[src/rtl/bus_pkg.sv]
// Shared bus definitions: lock-state encoding, master IDs and region codes.
// Used by bus_arbiter (build option BUS_ARBITER_RR_EN) and bus_interconnect.
package bus_pkg;

  typedef enum logic [1:0] {
    UNLOCKED,
    LOCK0,
    LOCK1
  } bus_lock_e;

  localparam logic M0 = 1'b0;
  localparam logic M1 = 1'b1;

  localparam logic [3:0] REGION_GPIO = 4'd2;

endpackage

[src/rtl/bus_arb_pick.sv]
// Combinational 2-way grant picker; round-robin when BUS_ARBITER_RR_EN is
// defined, fixed priority (master 0 wins) otherwise.
module bus_arb_pick
  import bus_pkg::*;
(
  input  logic [1:0] req,
`ifdef BUS_ARBITER_RR_EN
  input  logic       last_gnt,
`endif
  input  bus_lock_e  lock_st,
  output logic [1:0] gnt
);

  always_comb begin
    gnt = 2'b00;
    case (lock_st)
      // A lock owner keeps the bus even while idle; the other master waits.
      LOCK0: gnt = {1'b0, req[0]};
      LOCK1: gnt = {req[1], 1'b0};
      default: begin
        if (req == 2'b11) begin
`ifdef BUS_ARBITER_RR_EN
          gnt = (last_gnt == M0) ? 2'b10 : 2'b01;
`else
          gnt = 2'b01;
`endif
        end else begin
          gnt = req;
        end
      end
    endcase
  end

endmodule

[src/rtl/bus_arbiter.sv]
// Two-master bus arbiter with lock FSM and 1-cycle read-return routing.
// Define BUS_ARBITER_RR_EN for round-robin; default build is fixed priority.
module bus_arbiter
  import bus_pkg::*;
#(
  parameter int WIDTH = 32
) (
  input  logic             clk,
  input  logic             rst,
  input  logic             m0_req,
  input  logic             m1_req,
  input  logic [WIDTH-1:0] m0_addr,
  input  logic [WIDTH-1:0] m1_addr,
  input  logic [WIDTH-1:0] m0_wdata,
  input  logic [WIDTH-1:0] m1_wdata,
  input  logic             m0_we,
  input  logic             m1_we,
  input  logic             m0_lock,
  input  logic             m1_lock,
  output logic             m0_gnt,
  output logic             m1_gnt,
  output logic             m0_rvalid,
  output logic             m1_rvalid,
  output logic [WIDTH-1:0] m0_rdata,
  output logic [WIDTH-1:0] m1_rdata,
  output logic [WIDTH-1:0] addr,
  output logic [WIDTH-1:0] wdata,
  output logic             we,
  input  logic [WIDTH-1:0] rdata
);

  bus_lock_e  lock_st;
  logic       rd_pend;
  logic       rd_owner;
  logic [1:0] req;
  logic [1:0] pick_gnt;
  logic [1:0] gnt;
  logic       rd_xfer;
`ifdef BUS_ARBITER_RR_EN
  logic       last_gnt;
`endif

  assign req = {m1_req, m0_req};

  bus_arb_pick u_pick (
    .req      (req),
`ifdef BUS_ARBITER_RR_EN
    .last_gnt (last_gnt),
`endif
    .lock_st  (lock_st),
    .gnt      (pick_gnt)
  );

  // Nothing is granted while reset is held.
  assign gnt    = rst ? 2'b00 : pick_gnt;
  assign m0_gnt = gnt[0];
  assign m1_gnt = gnt[1];

  always_comb begin
    addr  = m0_addr;
    wdata = m0_wdata;
    we    = 1'b0;
    if (gnt[1]) begin
      addr  = m1_addr;
      wdata = m1_wdata;
      we    = m1_we;
    end else if (gnt[0]) begin
      we = m0_we;
    end
  end

  assign rd_xfer = (gnt[0] & ~m0_we) | (gnt[1] & ~m1_we);

  // Grant stage -> read-return stage
  always_ff @(posedge clk) begin
    if (rst) begin
      lock_st <= UNLOCKED;
      rd_pend <= 1'b0;
`ifdef BUS_ARBITER_RR_EN
      last_gnt <= M1;
`endif
    end else begin
      rd_pend <= rd_xfer;
`ifdef BUS_ARBITER_RR_EN
      if (gnt != 2'b00) begin
        last_gnt <= gnt[1] ? M1 : M0;
      end
`endif
      case (lock_st)
        UNLOCKED: begin
          if (gnt[0] && m0_lock) begin
            lock_st <= LOCK0;
          end else if (gnt[1] && m1_lock) begin
            lock_st <= LOCK1;
          end
        end
        LOCK0: begin
          if (!m0_lock && (gnt[0] || !m0_req)) begin
            lock_st <= UNLOCKED;
          end
        end
        LOCK1: begin
          if (!m1_lock && (gnt[1] || !m1_req)) begin
            lock_st <= UNLOCKED;
          end
        end
        default: lock_st <= UNLOCKED;
      endcase
    end
  end

  always_ff @(posedge clk) begin
    rd_owner <= gnt[1] ? M1 : M0;
  end

  // The reset gate drops a read-return whose grant came just before reset.
  assign m0_rvalid = ~rst & rd_pend & (rd_owner == M0);
  assign m1_rvalid = ~rst & rd_pend & (rd_owner == M1);
  assign m0_rdata  = rdata;
  assign m1_rdata  = rdata;

endmodule

[config.mk]
export PLATFORM = sky130hd
export DESIGN_NAME = bus_arbiter
export DESIGN_NICKNAME = d
export VERILOG_FILES = /design/src/rtl/bus_pkg.sv /design/src/rtl/bus_arb_pick.sv /design/src/rtl/bus_arbiter.sv
export SDC_FILE = /design/constraint.sdc
export NUM_CORES = 1
export LEC_CHECK = 0
export ABC_AREA = 1
export CORE_AREA = 2 2 118 120
export CTS_BUF_LIST = sky130_fd_sc_hd__clkbuf_2 sky130_fd_sc_hd__clkbuf_4 sky130_fd_sc_hd__clkbuf_8
export DETAILED_ROUTE_END_ITERATION = 10
export DIE_AREA = 0 0 120 122
export GPL_TIMING_DRIVEN = 1
export HOLD_SLACK_MARGIN = 0.12
export SKIP_CTS_REPAIR_TIMING = 1
export SLEW_MARGIN = 25
export SYNTH_ARGS = -nofsm -noshare
export SYNTH_HDL_FRONTEND = slang
export SYNTH_SLANG_ARGS = --single-unit
[constraint.sdc]
create_clock -name clk -period 1.56 [get_ports clk]
set_input_delay 0.234 -clock clk [delete_from_list [all_inputs] [get_ports clk]]
set_output_delay 0.234 -clock clk [all_outputs]
set_load 0.01 [all_outputs]
==> results of run 1 <==
-- critical path: cells and delay by family, from the launching register on --
family,cells,cell delay (ps)
flops,1,320
fa+ha+maj,1,240
simple gates,4,270
buf+inv,8,870
-- final cells by class --
cell class | instances | area (um2) | area share, %
Clock buffer | 3 | 41.3 | 1.03
Sequential cell | 4 | 82.6 | 2.07
Tap cell | 180 | 225 | 5.64
Multi-Input combinational cell | 231 | 1140 | 28.6
Inverter | 14 | 65.1 | 1.63
Timing Repair Buffer | 250 | 2440 | 61.0
-- routing by layer --
metal / GRT usage [%] / up-vias / wire length, um
met4: 0.735 / 0 / 12
li1: - / 1260 / -
met1: 9.97 / 1118 / 3530
met2: 14.6 / 183 / 4190
met5: 0 / - / 0
met3: 4.31 / 3 / 1100
-- flip-flops by register name, summed over array words and instances, names as in the netlist --
register / count
lock_st: 2
rd_owner: 1
rd_pend: 1
-- power by group --
part / leakage (uW) / switching [uW] / internal (uW) / total, uW
registers: 0.0000337 / 17.0 / 136 / 153
clock network: 0.0000216 / 47.6 / 164 / 212
logic: 0.00207 / 1180 / 1390 / 2570
-- final timing paths --
check	from	endpoint	slack, ps	depth (start not counted)
setup / recovery	lock_st[0]$_SDFFE_PP0P_	wdata[20]	-610	13
hold / removal	rdata[29]	m0_rdata[29]	470	0
setup reg to reg	lock_st[1]$_SDFFE_PP0P_	lock_st[1]$_SDFFE_PP0P_	-190	13
hold reg to reg	lock_st[1]$_SDFFE_PP0P_	lock_st[1]$_SDFFE_PP0P_	510	2
-- per-stage QoR --
| step | power (uW) | utilization (%) | instances | setup TNS (ps) |
|---|---|---|---|---|
| global placement | 2340 | 26.5 | 645 | -49250 |
| finish | 2940 | 29.6 | 682 | -29730 |
| detailed placement | 2360 | 26.5 | 645 | -48730 |
| global route | 3170 | 29.6 | 682 | -36290 |
| CTS | 2590 | 26.8 | 648 | -58150 |
| floorplan | 1330 | - | 327 | 0 |
-- cell usage in the layout (no fill, tap or decap) --
| master | synthesis | routed |
|---|---|---|
| nor2_1 | 6 | 6 |
| clkbuf_2 | 0 | 37 |
| nor2_2 | 3 | 3 |
| nand2_2 | 0 | 50 |
| dlymetal6s2s_1 | 0 | 16 |
| a21oi_1 | 1 | 1 |
| o22ai_2 | 0 | 1 |
| buf_6 | 5 | 15 |
| clkbuf_16 | 0 | 6 |
| dfxtp_2 | 0 | 2 |
| buf_12 | 0 | 6 |
| clkdlybuf4s50_1 | 0 | 134 |
| ha_4 | 0 | 1 |
| nand3_1 | 3 | 3 |
| nand2_1 | 210 | 151 |
| dfxtp_1 | 4 | 2 |
| buf_8 | 0 | 2 |
| clkbuf_8 | 0 | 3 |
| nand3_4 | 0 | 1 |
| inv_1 | 13 | 9 |
| nand4_1 | 3 | 3 |
| buf_4 | 65 | 28 |
| clkinv_8 | 0 | 1 |
| buf_2 | 6 | 6 |
| nand2_4 | 0 | 9 |
| inv_2 | 1 | 4 |
| ha_1 | 3 | 2 |
-- cell families after synthesis --
logic type | after synthesis | synth area share, %
buffers and inverters | 92 | 38.8
adder cells (fa/ha/maj) | 3 | 2.29
AND/OR/NAND/NOR | 226 | 53.4
AO/OA/AOI/OAI | 2 | 0.688
flip-flops | 4 | 4.89
==> results.yml, run 1 <==
synth:
  synthTopCellsByArea: "nand2_1, buf_4, dfxtp_1"
  synth_nets: 498
  synth.distinct_cells: 16
  synth_warnings: 0
  yosysTopAreaCell: "nand2_1"
  synthCells: 327
  synth_top_area_share_pct: 48.2
  yosysSeqAreaShare_pct: 4.89
  synth_common_cells: "nand2_1, buf_4, inv_1"
  async_reset_ff_share_pct: 0
  synth_area_per_cell_um2: 5.00
  ys_seq_elements: 4
  synth_area_mm2: 0.00164
  synth.most_common_cell: "nand2_1"
  synth_edf_count: 0
  synth_top_flop_cell: "dfxtp_1"
layout:
  antenna_cells: 0
  nFillCells: 1490
  drive_above_1_share_pct: 34.9
  fin_area_mm2: 0.00399
  fin_nets: 675
  syn2layout_area_growth_pct: 144
outcome:
  violations: "negative setup slack"
  status: "finished with violations"
critical_path:
  slowest_stage: "dfxtp_2"
  arrival_ps: 1940
  startpoint_type: "flip-flop"
  required_ps: 1330
  crit_path_frequent_cell: "buf_4"
  cp-end-kind: "output pin"
  slowest_delay_ps: 320
  critPathKind: "reg -> out"
  path_max_fanout: 7
  crit_chain: "inv_2 -> ha_4 -> inv_2 -> nand2_4 -> nand3_4 -> clkinv_8 -> buf_4 -> clkbuf_16 -> buf_4 -> buf_4 -> nand2_4 -> nand2_2 -> buf_6"
timing:
  finalSetupViolCount: 69
  fin_crit_ps: 2170
  finalHoldViolCount: 0
  tightest_slew_ps: 204
  clock_skew_ps: 0.0733
  hold_ws_ps: 468
  fmax_mhz: 461
  fin_crit_sh_pct: 139
  fin_ws_ps: -611
  rsz0062_at_grt: "yes"
  final-max-slew-violation-count: 0
  slew_headroom_pct: 86.4
cts:
  htree_levels: 1
  root_buffer: "clkbuf_8"
  tritoncts: "yes"
  clkSlewWorstSetupHoldPaths_ps: 30
  clockBufferDepth: 2
  cts.sinks: 4
  clk_latency_ps: 210
  cts_buffers: 3
power_and_ir_drop:
  vdd_drop_max_uv: 527
  p_per_area_mw_per_mm2: 736
  p_leak_uw: 0.00213
floorplanning:
  start_util_pct: 12.1
  io_pins: 301
  num_rows: 43
  core-area_mm2: 0.0135
  dieArea_mm2: 0.0146
  die_w_um: 120
  dieHeight_um: 122
placement:
  placed_cell_area_mm2: 0.00358
  dp_hpwl_mm: 6.12
  gp_congestion: 0.655
  io_buffers: 204
  post-place-ws_ps: -752
job:
  drv_cap: 0
route:
  vias: 2564
  avgViaCountPerCell: 3.76
  wirelength_mm: 8.84
  wl_per_cell_um: 13.0
  drt_iter0_markers: 56
  remaining_drc_errors: 0
  first_pass_iters: 4
  ant_nets: 0
global_route:
  antenna_found_initial: 0
  overflow: 0
  grt_first_pass_wirelength_mm: 10.4
  grtUsageTotal_pct: 8.54
  grt_max_degree: 36
  grt_pass1_vias: 2229
min_path:
  hp-class: "in -> out"
Power figures use the tool's default switching activity.
==> run 2: changes to the inputs <==
Settings changed: CTS_CLUSTER_SIZE from default to 25.
==> results of run 2 <==
Same layout as run 1: the final DEF is identical, and so are final timing and power.
